===== src/rtl/uart_tx_serializer_if.sv =====
// rtl/uart_tx_serializer_if.sv - byte handshake between a producer and the UART transmit serializer
interface uart_tx_serializer_if #(
   parameter int DATA_BITS = 8
) ();
   logic [DATA_BITS-1:0] data_in;
   logic                 valid;
   logic                 ready;

   modport master (output data_in, output valid, input  ready);
   modport slave  (input  data_in, input  valid, output ready);
endinterface


===== src/rtl/uart_tx_serializer.sv =====
// rtl/uart_tx_serializer.sv - UART frame serializer paced by an external baud_tick pulse
// Optional macro UART_TX_PARITY_EN inserts an even-parity bit between the data bits and the stop bits.
module uart_tx_serializer #(
   parameter int DATA_BITS = 8,
   parameter int STOP_BITS = 1
) (
   input  logic                 clk,
   input  logic                 reset,
   input  logic                 baud_tick,
   uart_tx_serializer_if.slave  s,
   output logic                 tx,
   output logic                 busy,
   output logic                 tx_done
);
   localparam int CW = $clog2(DATA_BITS + 1);

   typedef enum logic [2:0] {
      IDLE,
      ARM,
      START,
      DATA,
`ifdef UART_TX_PARITY_EN
      PARITY,
`endif
      STOP
   } state_t;

   state_t               state_q, state_d;
   logic [DATA_BITS-1:0] shift_q, shift_d;
   logic [CW-1:0]        cnt_q, cnt_d;
   logic                 ready_q;
   logic                 tx_d, ready_d, busy_d, done_d;
`ifdef UART_TX_PARITY_EN
   logic                 parity_q, parity_d;
`endif

   assign s.ready = ready_q;

   always_ff @(posedge clk or posedge reset) begin
      if (reset) begin
         state_q  <= IDLE;
         shift_q  <= '0;
         cnt_q    <= '0;
         tx       <= 1'b1;
         ready_q  <= 1'b1;
         busy     <= 1'b0;
         tx_done  <= 1'b0;
`ifdef UART_TX_PARITY_EN
         parity_q <= 1'b0;
`endif
      end else begin
         state_q  <= state_d;
         shift_q  <= shift_d;
         cnt_q    <= cnt_d;
         tx       <= tx_d;
         ready_q  <= ready_d;
         busy     <= busy_d;
         tx_done  <= done_d;
`ifdef UART_TX_PARITY_EN
         parity_q <= parity_d;
`endif
      end
   end

   always_comb begin
      state_d  = state_q;
      shift_d  = shift_q;
      cnt_d    = cnt_q;
      done_d   = 1'b0;
`ifdef UART_TX_PARITY_EN
      parity_d = parity_q;
`endif
      case (state_q)
         IDLE: begin
            if (s.valid && ready_q) begin
               shift_d  = s.data_in;
`ifdef UART_TX_PARITY_EN
               parity_d = ^s.data_in;
`endif
               state_d  = ARM;
            end
         end
         // A tick on the transfer edge is seen while still IDLE, so ARM always waits a full period.
         ARM: begin
            if (baud_tick) state_d = START;
         end
         START: begin
            if (baud_tick) begin
               state_d = DATA;
               cnt_d   = '0;
            end
         end
         DATA: begin
            if (baud_tick) begin
               shift_d = shift_q >> 1;
               if (cnt_q == CW'(DATA_BITS - 1)) begin
`ifdef UART_TX_PARITY_EN
                  state_d = PARITY;
`else
                  state_d = STOP;
`endif
                  cnt_d   = '0;
               end else begin
                  cnt_d = cnt_q + CW'(1);
               end
            end
         end
`ifdef UART_TX_PARITY_EN
         PARITY: begin
            if (baud_tick) begin
               state_d = STOP;
               cnt_d   = '0;
            end
         end
`endif
         STOP: begin
            if (baud_tick) begin
               if (cnt_q == CW'(STOP_BITS - 1)) begin
                  state_d = IDLE;
                  done_d  = 1'b1;
                  cnt_d   = '0;
               end else begin
                  cnt_d = cnt_q + CW'(1);
               end
            end
         end
         default: state_d = IDLE;
      endcase

      // Line level is derived from the next state so tx changes only on a register edge.
      case (state_d)
         START:   tx_d = 1'b0;
         DATA:    tx_d = shift_d[0];
`ifdef UART_TX_PARITY_EN
         PARITY:  tx_d = parity_d;
`endif
         default: tx_d = 1'b1;
      endcase
      ready_d = (state_d == IDLE);
      busy_d  = (state_d != IDLE);
   end
endmodule


===== src/flat_wrapper.sv =====
// flat-port wrapper written by rule: the top's interface ports become plain ports
module uart_tx_serializer_flat 
#(
   parameter int DATA_BITS = 8,
   parameter int STOP_BITS = 1
)
  (clk, reset, baud_tick, tx, busy, tx_done, s_data_in, s_valid, s_ready);
  uart_tx_serializer_if #(.DATA_BITS(DATA_BITS)) s_i ();
  input  logic clk;
  input  logic reset;
  input  logic baud_tick;
  output logic tx;
  output logic busy;
  output logic tx_done;
  input wire logic [$bits(s_i.data_in)-1:0] s_data_in;
  input wire logic [$bits(s_i.valid)-1:0] s_valid;
  output wire logic [$bits(s_i.ready)-1:0] s_ready;
  assign s_i.data_in = s_data_in;
  assign s_i.valid = s_valid;
  assign s_ready = s_i.ready;
  uart_tx_serializer #(.DATA_BITS(DATA_BITS), .STOP_BITS(STOP_BITS)) u_core (.clk(clk), .reset(reset), .baud_tick(baud_tick), .s(s_i), .tx(tx), .busy(busy), .tx_done(tx_done));
endmodule

===== config.mk =====
export PLATFORM = sky130hd
export DESIGN_NAME = uart_tx_serializer_flat
export DESIGN_NICKNAME = d
export VERILOG_FILES = /design/src/rtl/uart_tx_serializer_if.sv /design/src/rtl/uart_tx_serializer.sv /design/src/flat_wrapper.sv
export SDC_FILE = /design/constraint.sdc
export NUM_CORES = 1
export LEC_CHECK = 0
export CELL_PAD_IN_SITES_DETAIL_PLACEMENT = 0
export CELL_PAD_IN_SITES_GLOBAL_PLACEMENT = 2
export CORE_MARGIN = 1.5
export CORE_UTILIZATION = 32
export DETAILED_ROUTE_END_ITERATION = 12
export PLACE_DENSITY = 0.86
export SLEW_MARGIN = 30
export SYNTH_ARGS = -nofsm -noshare
export SYNTH_HDL_FRONTEND = slang
export SYNTH_SLANG_ARGS = --single-unit
export TNS_END_PERCENT = 10

===== constraint.sdc =====
create_clock -name clk -period 2 [get_ports clk]
set_clock_uncertainty 0.15 [all_clocks]
set_input_delay 0.3 -clock clk [delete_from_list [all_inputs] [get_ports clk]]
set_output_delay 0.3 -clock clk [all_outputs]
set_load 0.01 [all_outputs]

* Word level (Yosys, flattened, before mapping)
Index checks and enable logic that the tools add are counted.
** Word-level totals
- Input bits :: 12
- Memories kept :: 0
- Output and inout port bits :: 4
- Latch bits :: 0
- Logic and storage cells :: 50
- Flip-flop bits (word level) :: 19
- Memory bits (read-only) :: 0
- Memory bits (writable) :: 0
** Operators by class
- Magnitude comparators :: 0
- Mux-type cells :: 21
- Reductions and logical operators :: 9
- Bitwise operators :: 0
- Multipliers :: 0
- Shift operators :: 0
- Div/mod/pow operators :: 0
- $add $sub $neg :: 1
- Eq/ne operators :: 11
** Operators by type and width (number)
- 2-to-1 mux 3 bit :: 7
- 2-to-1 mux 4 bit :: 5
- 2-to-1 mux 8 bit :: 2
- case mux 8 bit (2 select lines) :: 1
- case mux 3 bit (5 select lines) :: 1
- equality test 3 x 2 -> 1 bit, second input constant :: 4
- case mux 4 bit (3 select lines) :: 1
- zero test 3 bit :: 2
- inequality test 2 bit, second input constant :: 3
- nonzero test 3 bit :: 2
- adder 4 x 1 -> 4 bit, second input constant :: 1
- equality test 4 x 3 -> 1 bit, second input constant :: 1
- zero test 4 bit :: 1
- AND reduction 4 bit :: 1
- equality test 3 x 1 -> 1 bit, second input constant :: 1
- equality test 3 bit, second input constant :: 1
- 2-to-1 mux 1 bit :: 3
- AND reduction 3 bit :: 1
- inequality test 2 x 1 -> 1 bit, second input constant :: 1
- case mux 1 bit (2 select lines) :: 1
- nonzero test 2 bit :: 1
- logical AND 1 bit :: 1

* Longest topological paths before layout
Gate-level depths: netlist (run 1).
- Word-level depth :: 6
- Depth in mapped cells :: 6
- Depth with buffers taken out :: 6

* Worst setup path before layout (run 1)
OpenSTA, ideal clock, no wires.
- Kind :: register to register
- From :: register u_core.cnt_q[0]
- To :: register u_core.busy
- Required time :: 1719 ps
- Setup time :: 131 ps
- Path buffers :: 0
- Stages on the path, launching flop included :: 7
- Setup slack :: 323 ps
- Arrival :: 1396 ps
- Cells stage by stage :: dfrtp_1 inv_1 ha_1 nor3b_1 a21o_1 o21ai_2 or3_1
** On the way
- Word-level cells in the longest chain between the ends :: 5
** Ends and longest elaborated chain
- start: declaration :: line uart_tx_serializer.sv:30 : logic [CW-1:0] cnt_q, cnt_d;
- start signal: assignment :: line uart_tx_serializer.sv:54 : cnt_q <= cnt_d;
- equality test 4 x 3 -> 1 bit or zero test 4 bit (tied branches) :: line uart_tx_serializer.sv:96, uart_tx_serializer.sv:118
- 2-to-1 mux 3 bit (on tied branches) :: line uart_tx_serializer.sv:96, uart_tx_serializer.sv:118
- 2-to-1 mux 3 bit (on tied branches) :: line uart_tx_serializer.sv:94, uart_tx_serializer.sv:117
- case mux 3 bit (5 select lines) * :: line uart_tx_serializer.sv:73 : case (state_q)
- named net u_core.state_d[2] :: line uart_tx_serializer.sv:28 : state_t state_q, state_d;
- nonzero test 3 bit * :: line uart_tx_serializer.sv:140 : busy_d = (state_d != IDLE);
- named net u_core.busy_d :: line uart_tx_serializer.sv:32 : logic tx_d, ready_d, busy_d, done_d;
- end signal: assignment :: line uart_tx_serializer.sv:57 : busy <= busy_d;
- end: declaration :: line uart_tx_serializer.sv:12 : output logic busy,
The timed path passes the listed nets; every way through them passes the cells marked *.
A chain may end at the register's enable or synchronous reset.

* Worst setup path after layout (run 1)
- From :: register u_core.ready_q (netlist: u_core.s.ready)
- To :: output port s_ready
** RTL lines
- start: declaration :: line uart_tx_serializer.sv:31 : logic ready_q;
- start signal: assignment :: line uart_tx_serializer.sv:56 : ready_q <= ready_d;
- end: declaration :: line flat_wrapper.sv:17 : output wire logic [$bits(s_i.ready)-1:0] s_ready;
No word-level cell between the ends.

==> results of run 1 <==
[worst reg2reg max path: cells and delay by family, from the launching register on]
| kind | cells | cell delay, ps |
|---|---|---|
| and+or+nand+nor | 2 | 660 |
| adders and majority gates | 1 | 130 |
| DFF | 1 | 430 |
| AOI/OAI and AO/OA | 2 | 280 |
| buffers and inverters | 1 | 90 |
[synth_stat cells (2+ instances only)]
cell type / n / area share [%]
ha_1: 2 / 2.5
a21oi_1: 4 / 2.0
nor3_1: 4 / 2.0
nor2_1: 5 / 1.9
inv_1: 3 / 1.1
a22oi_1: 6 / 4.6
dfrtp_1: 17 / 43
o21ai_0: 3 / 1.5
buf_6: 3 / 3.4
nand2_1: 23 / 8.7
dfstp_2: 2 / 5.3
nand3_1: 2 / 1.0
[layout make-up]
cell class	count	area (um2)	share of cell area, %
well taps	31	38.8	3.16
repair buffers	24	218	17.8
inverters	3	11.3	0.918
clock inverters	1	5.00	0.408
multi-input cells	71	453	36.9
clock buffers	3	22.5	1.84
flip-flops and latches	19	478	39.0
[power groups by stage]
| stage | Combinational, mW | Clock [mW] | Sequential (mW) |
|---|---|---|---|
| floorplan | 0.154 | 0 | 0.467 |
| global placement | 0.229 | 0 | 0.479 |
| detailed placement | 0.228 | 0 | 0.480 |
| CTS | 0.229 | 0.202 | 0.473 |
| global route | 0.258 | 0.217 | 0.481 |
| finish | 0.228 | 0.193 | 0.475 |
[cells by family after synthesis]
kind of cell / after synthesis / synth area share (%)
AO/OA/AOI/OAI: 22 / 17.3
adder cells (fa/ha/maj): 2 / 2.53
flip-flops: 19 / 48.4
AND/OR/NAND/NOR: 46 / 24.9
buffers and inverters: 8 / 5.82
multiplexers: 1 / 1.01
[metal layers]
metal | vias up | global-route usage [%] | share of wire, %
met5 | - | 0 | 0
met4 | 0 | 3.90 | 0.72
met3 | 2 | 3.30 | 3.6
met2 | 13 | 17.5 | 43
met1 | 360 | 15.3 | 53
li1 | 392 | - | -
[sequential cells by signal, indices dropped and copies added, names as in the netlist]
signal	cells
u_core.busy	1
u_core.cnt_q	4
u_core.s.ready	1
u_core.shift_q	8
u_core.state_q	3
u_core.tx	1
u_core.tx_done	1
[worst paths after layout]
check                                    endpoint  slack [ps]  cells after the start
worst max-delay path                      s_ready         130                      1
worst min-delay path            u_core.state_q[2]         170                      3
min in group clk                u_core.shift_q[4]         340                      2
worst max register to register        u_core.busy         150                      6
worst min register to register  u_core.shift_q[4]         340                      2
max in group asynchronous               u_core.tx        1270                      3
==> run metrics, run 1 <==
CP endpoint kind=output port; Crit path largest cell delay=580 ps; post-route cell area=around 1200 um2; register share of total power=a little over half; chip width=slightly below 60 um; unrepaired setup endpoints after global routing=false; Max IR drop VDD=0.000249 V; register area share after synthesis=about half; via count=roughly 770; Max Slew Vio Count=0; FILL cells=~280; final setup fails=0; Max Cap Viol=0; DRT antenna net count=0; post-route clock period utilization=between 90% and 100%; routed length per instance=11.9 um; Final Hold Viols=0; switching share of power=between 30% and 40%; vias in the first global route=approximately 690; CTS Hold Bufs=0; final core occ=43.0%; placed cells=between 100 and 150; final setup TNS=0 ps; FMAX=536 MHz; row count=19; synth unique cells=36; Total Power=between 0.8 and 0.9 mW; buffers plus inverters on the worst setup path=1; ant diodes=0; hpwl dp=between 1000 and 1500 um; DRC=0; pre-CTS setup slack=13.7 ps; crit path cell chain=clkdlybuf4s50_1; Setup Buffers After CTS=0; Boundary Pins=16; Final WS setup=134 ps; # clock sinks=19; cell family with most CP delay=flip-flops; cts repair resizes=0; Worst EP arrival=1420 ps; initial core utilization=between 30% and 40%; post-synthesis register bit count=19; most frequent cells in the layout=nand2_1 (23), dfrtp_1 (17), clkdlybuf4s50_1 (15); Tightest Pin Transition=about 350 ps; synth warn=0; design internal power=between 0.6 and 0.7 mW; leakage=about 0.56 nW; Crit-path slowest cell=dfstp_2; Mapped Avg Cell Area=roughly 10 um2; clock power share=a little over a fifth; P&R area growth vs syn=24.1%; P_sw=0.269 mW; final-stage net count=approximately 140; pwr dens=730 nW/um2; Slew headroom=76.6%; cell at the root of the clock tree=clkbuf_4; asr flop ratio synth=100%; CP max FO=2; gr usage total=a little under an eighth; placed instance area=roughly 1200 um2; EDFF count, synth=0; status=finished clean; top_reg_cell synth=dfrtp_1; RR Startpoint=u_core.cnt_q[0]; CP Class=register to output port; clock latency on the worst-skew pair=around 300 ps; Mapped Cells=between 90 and 100; die area=approximately 3400 um2; initial antenna violation count=0; CTS Buf Count=3; largest net degree at the start of global routing=20; Syn Std Cell Area=988 um2; Hold Path Class=input port to asynchronous set/reset pin; vias per cell=just over 5; maximum buffer depth of the clock tree=2; GRT overflow=0; routability cong.=0.734; CTS tree=done; CORE AREA=2850 um2; syn_nets=112; final cell count without fillers=152; Final min period=1870 ps; crit path launch type=register; Logic pwr share=25.4%; commonest non-fill, non-tap cell in the layout=nand2_1; Die Span Y=approximately 59 um; Req. time, crit path=~1600 ps; 1st-pass router iterations=4; global-route wire length before repair=between 2000 and 3000 um; H-tree depth=1; clock-pin slew on the worst setup and hold paths=110 ps; # port buffers=15; final WL=between 1500 and 2000 um; Min Hold Slack=~170 ps; layout cells sized above 1=a little under a fifth; Starting DRT DRC Count=18; CP Launch Point=u_core.s.ready
Note: power is estimated with default switching activity, not from simulation.
==> inputs of run 2 (changes only) <==
--- a/config.mk
+++ b/config.mk
@@ -11,6 +11,7 @@
 export CORE_UTILIZATION = 32
 export DETAILED_ROUTE_END_ITERATION = 12
 export PLACE_DENSITY = 0.86
+export SETUP_SLACK_MARGIN = 0.05
 export SLEW_MARGIN = 30
 export SYNTH_ARGS = -nofsm -noshare
 export SYNTH_HDL_FRONTEND = slang
==> run 2 against run 1 <==
  * Clock-buffer cell count stayed put
  * First-iteration DRC count is 5.6% lower
  * Highest routed layer unchanged
  * Largest power group unchanged
  * Critical path type unchanged
  * Fmax hardly changed
  * Wire length is 0.72% higher
  * Sequential power hardly changed
  * Design area is 0.41% higher
  * Critical path depth stayed put
  * Global-route usage stayed put
  * Die area stayed put
  * Setup slack better by 1.3 ps
==> run metrics, run 2 (same netlist as run 1, synthesis figures left out) <==
commonest non-fill, non-tap cell in the layout=nand2_1; Final Hold Viols=0; DRC=0; biggest regs=u_core.shift_q (8), u_core.cnt_q (4), u_core.state_q (3); unrepaired setup endpoints after global routing=false; P&R area growth vs syn=24.6%; status=finished clean; final WL=1830 um; buffers plus inverters on the worst setup path=1; CTS Hold Bufs=0; cts repair resizes=0; via count=757; pwr dens=~730 nW/um2; most frequent cells in the layout=nand2_1 (23), dfrtp_1 (17), clkdlybuf4s50_1 (15); layout cells sized above 1=19.8%; # clock sinks=19; Die Span Y=between 50 and 60 um; final setup TNS=0 ps; cell family with most CP delay=flip-flops; cell at the root of the clock tree=clkbuf_4; area of the multi-input gates=between 400 and 500 um2; Hold Path Class=input port to asynchronous set/reset pin; final-stage net count=roughly 140; CP endpoint kind=output port; clock latency on the worst-skew pair=slightly below 300 ps; Starting DRT DRC Count=17; Min Hold Slack=between 150 and 200 ps; Max Slew Vio Count=0; GRT overflow=0; CORE AREA=around 2900 um2; Worst EP arrival=1410 ps; 1st-pass router iterations=4; post-route cell area=approximately 1200 um2; die area=3430 um2; crit path cell chain=clkdlybuf4s50_1; top layer in use=met4; M1 wire length=slightly below 1000 um; Tightest Pin Transition=348 ps; max FFs per register=8; CTS tree=done; # port buffers=15; Max Cap Viol=0; routed length per instance=12.0 um; post-route clock period utilization=93.2%; crit path launch type=register; Crit path largest cell delay=a little under 600 ps; vias per cell=~5.0; CP max FO=2; Boundary Pins=16; Final WS setup=about 140 ps; placed cells=around 150; final setup fails=0; pre-CTS setup slack=approximately 14 ps; DRT antenna net count=0; routed wire length on met2=between 700 and 800 um; largest net degree at the start of global routing=20; vias in the first global route=688; H-tree depth=1; Max IR drop VDD=0.000249 V; chip width=58.6 um; global-route wire length before repair=between 2000 and 3000 um; Setup Buffers After CTS=0; ant diodes=0; maximum buffer depth of the clock tree=2; Total Power=approximately 0.90 mW; routability cong.=0.734; initial core utilization=about a third; metal3 WL=64 um; final cell count without fillers=around 150; hpwl dp=~1400 um; leakage=between 0.5 and 0.6 nW; Biggest register=u_core.shift_q; Crit-path slowest cell=dfstp_2; Final min period=~1900 ps; CTS Buf Count=3; Req. time, crit path=roughly 1600 ps; CP Class=register to output port; Slew headroom=76.6%; placed instance area=1200 um2; row count=19; final core occ=approximately 43%; initial antenna violation count=0; gr usage total=11.3%; Storage cell area=478 um2; FMAX=roughly 540 MHz; FILL cells=274; clock-pin slew on the worst setup and hold paths=~110 ps
[run 2: cell types whose count changed in the layout (fill, tap and decap cells not counted)]
| cell | delta |
|---|---|
| nor3b_2 | +1 |
| nor3b_1 | -1 |
[run 2: area by class of cell]
class / instances / share of cell area [%]
flip-flops and latches: 19 / 38.8
multi-input cells: 71 / 37.2
repair buffers: 24 / 17.7
well taps: 31 / 3.15
clock buffers: 3 / 1.83
inverters: 3 / 0.915
clock inverters: 1 / 0.407
[run 2: metal layers]
| metal | vias up | GRT usage, % |
|---|---|---|
| met5 | - | 0 |
| met4 | 0 | 3.90 |
| met3 | 2 | 3.30 |
| met2 | 11 | 17.5 |
| met1 | 351 | 15.3 |
| li1 | 393 | - |
[run 2: report_power, final]
part           switching (mW)  internal, mW
sequential             0.0488         0.428
clock                   0.118        0.0744
combinational           0.105         0.128
[run 2: final timing paths]
path	slack, ps	cells past startpoint	startpoint	end
setup / recovery	140	1	u_core.s.ready	s_ready
setup reg to reg	250	6	u_core.cnt_q[0]	u_core.busy
hold / removal	170	3	reset	u_core.state_q[2]
max in group asynchronous	1270	3	reset	u_core.tx
min in group clk	340	2	u_core.shift_q[4]	u_core.shift_q[4]
hold reg to reg	340	2	u_core.shift_q[4]	u_core.shift_q[4]
==> inputs of run 3 (changes only) <==
==> constraint.sdc (replaced) <==
create_clock -name clk -period 2 [get_ports clk]
set_clock_uncertainty 0.15 [all_clocks]
set_input_delay 0.3 -clock clk [delete_from_list [all_inputs] [get_ports clk]]
set_output_delay 0.3 -clock clk [all_outputs]
set_load 0.005 [all_outputs]
==> results of run 3 <==
Same layout as run 2 (identical final DEF). Status: finished clean.
Among the figures that moved: setup slack after layout 135 ps -> 171 ps; total power 0.902 mW -> 0.900 mW
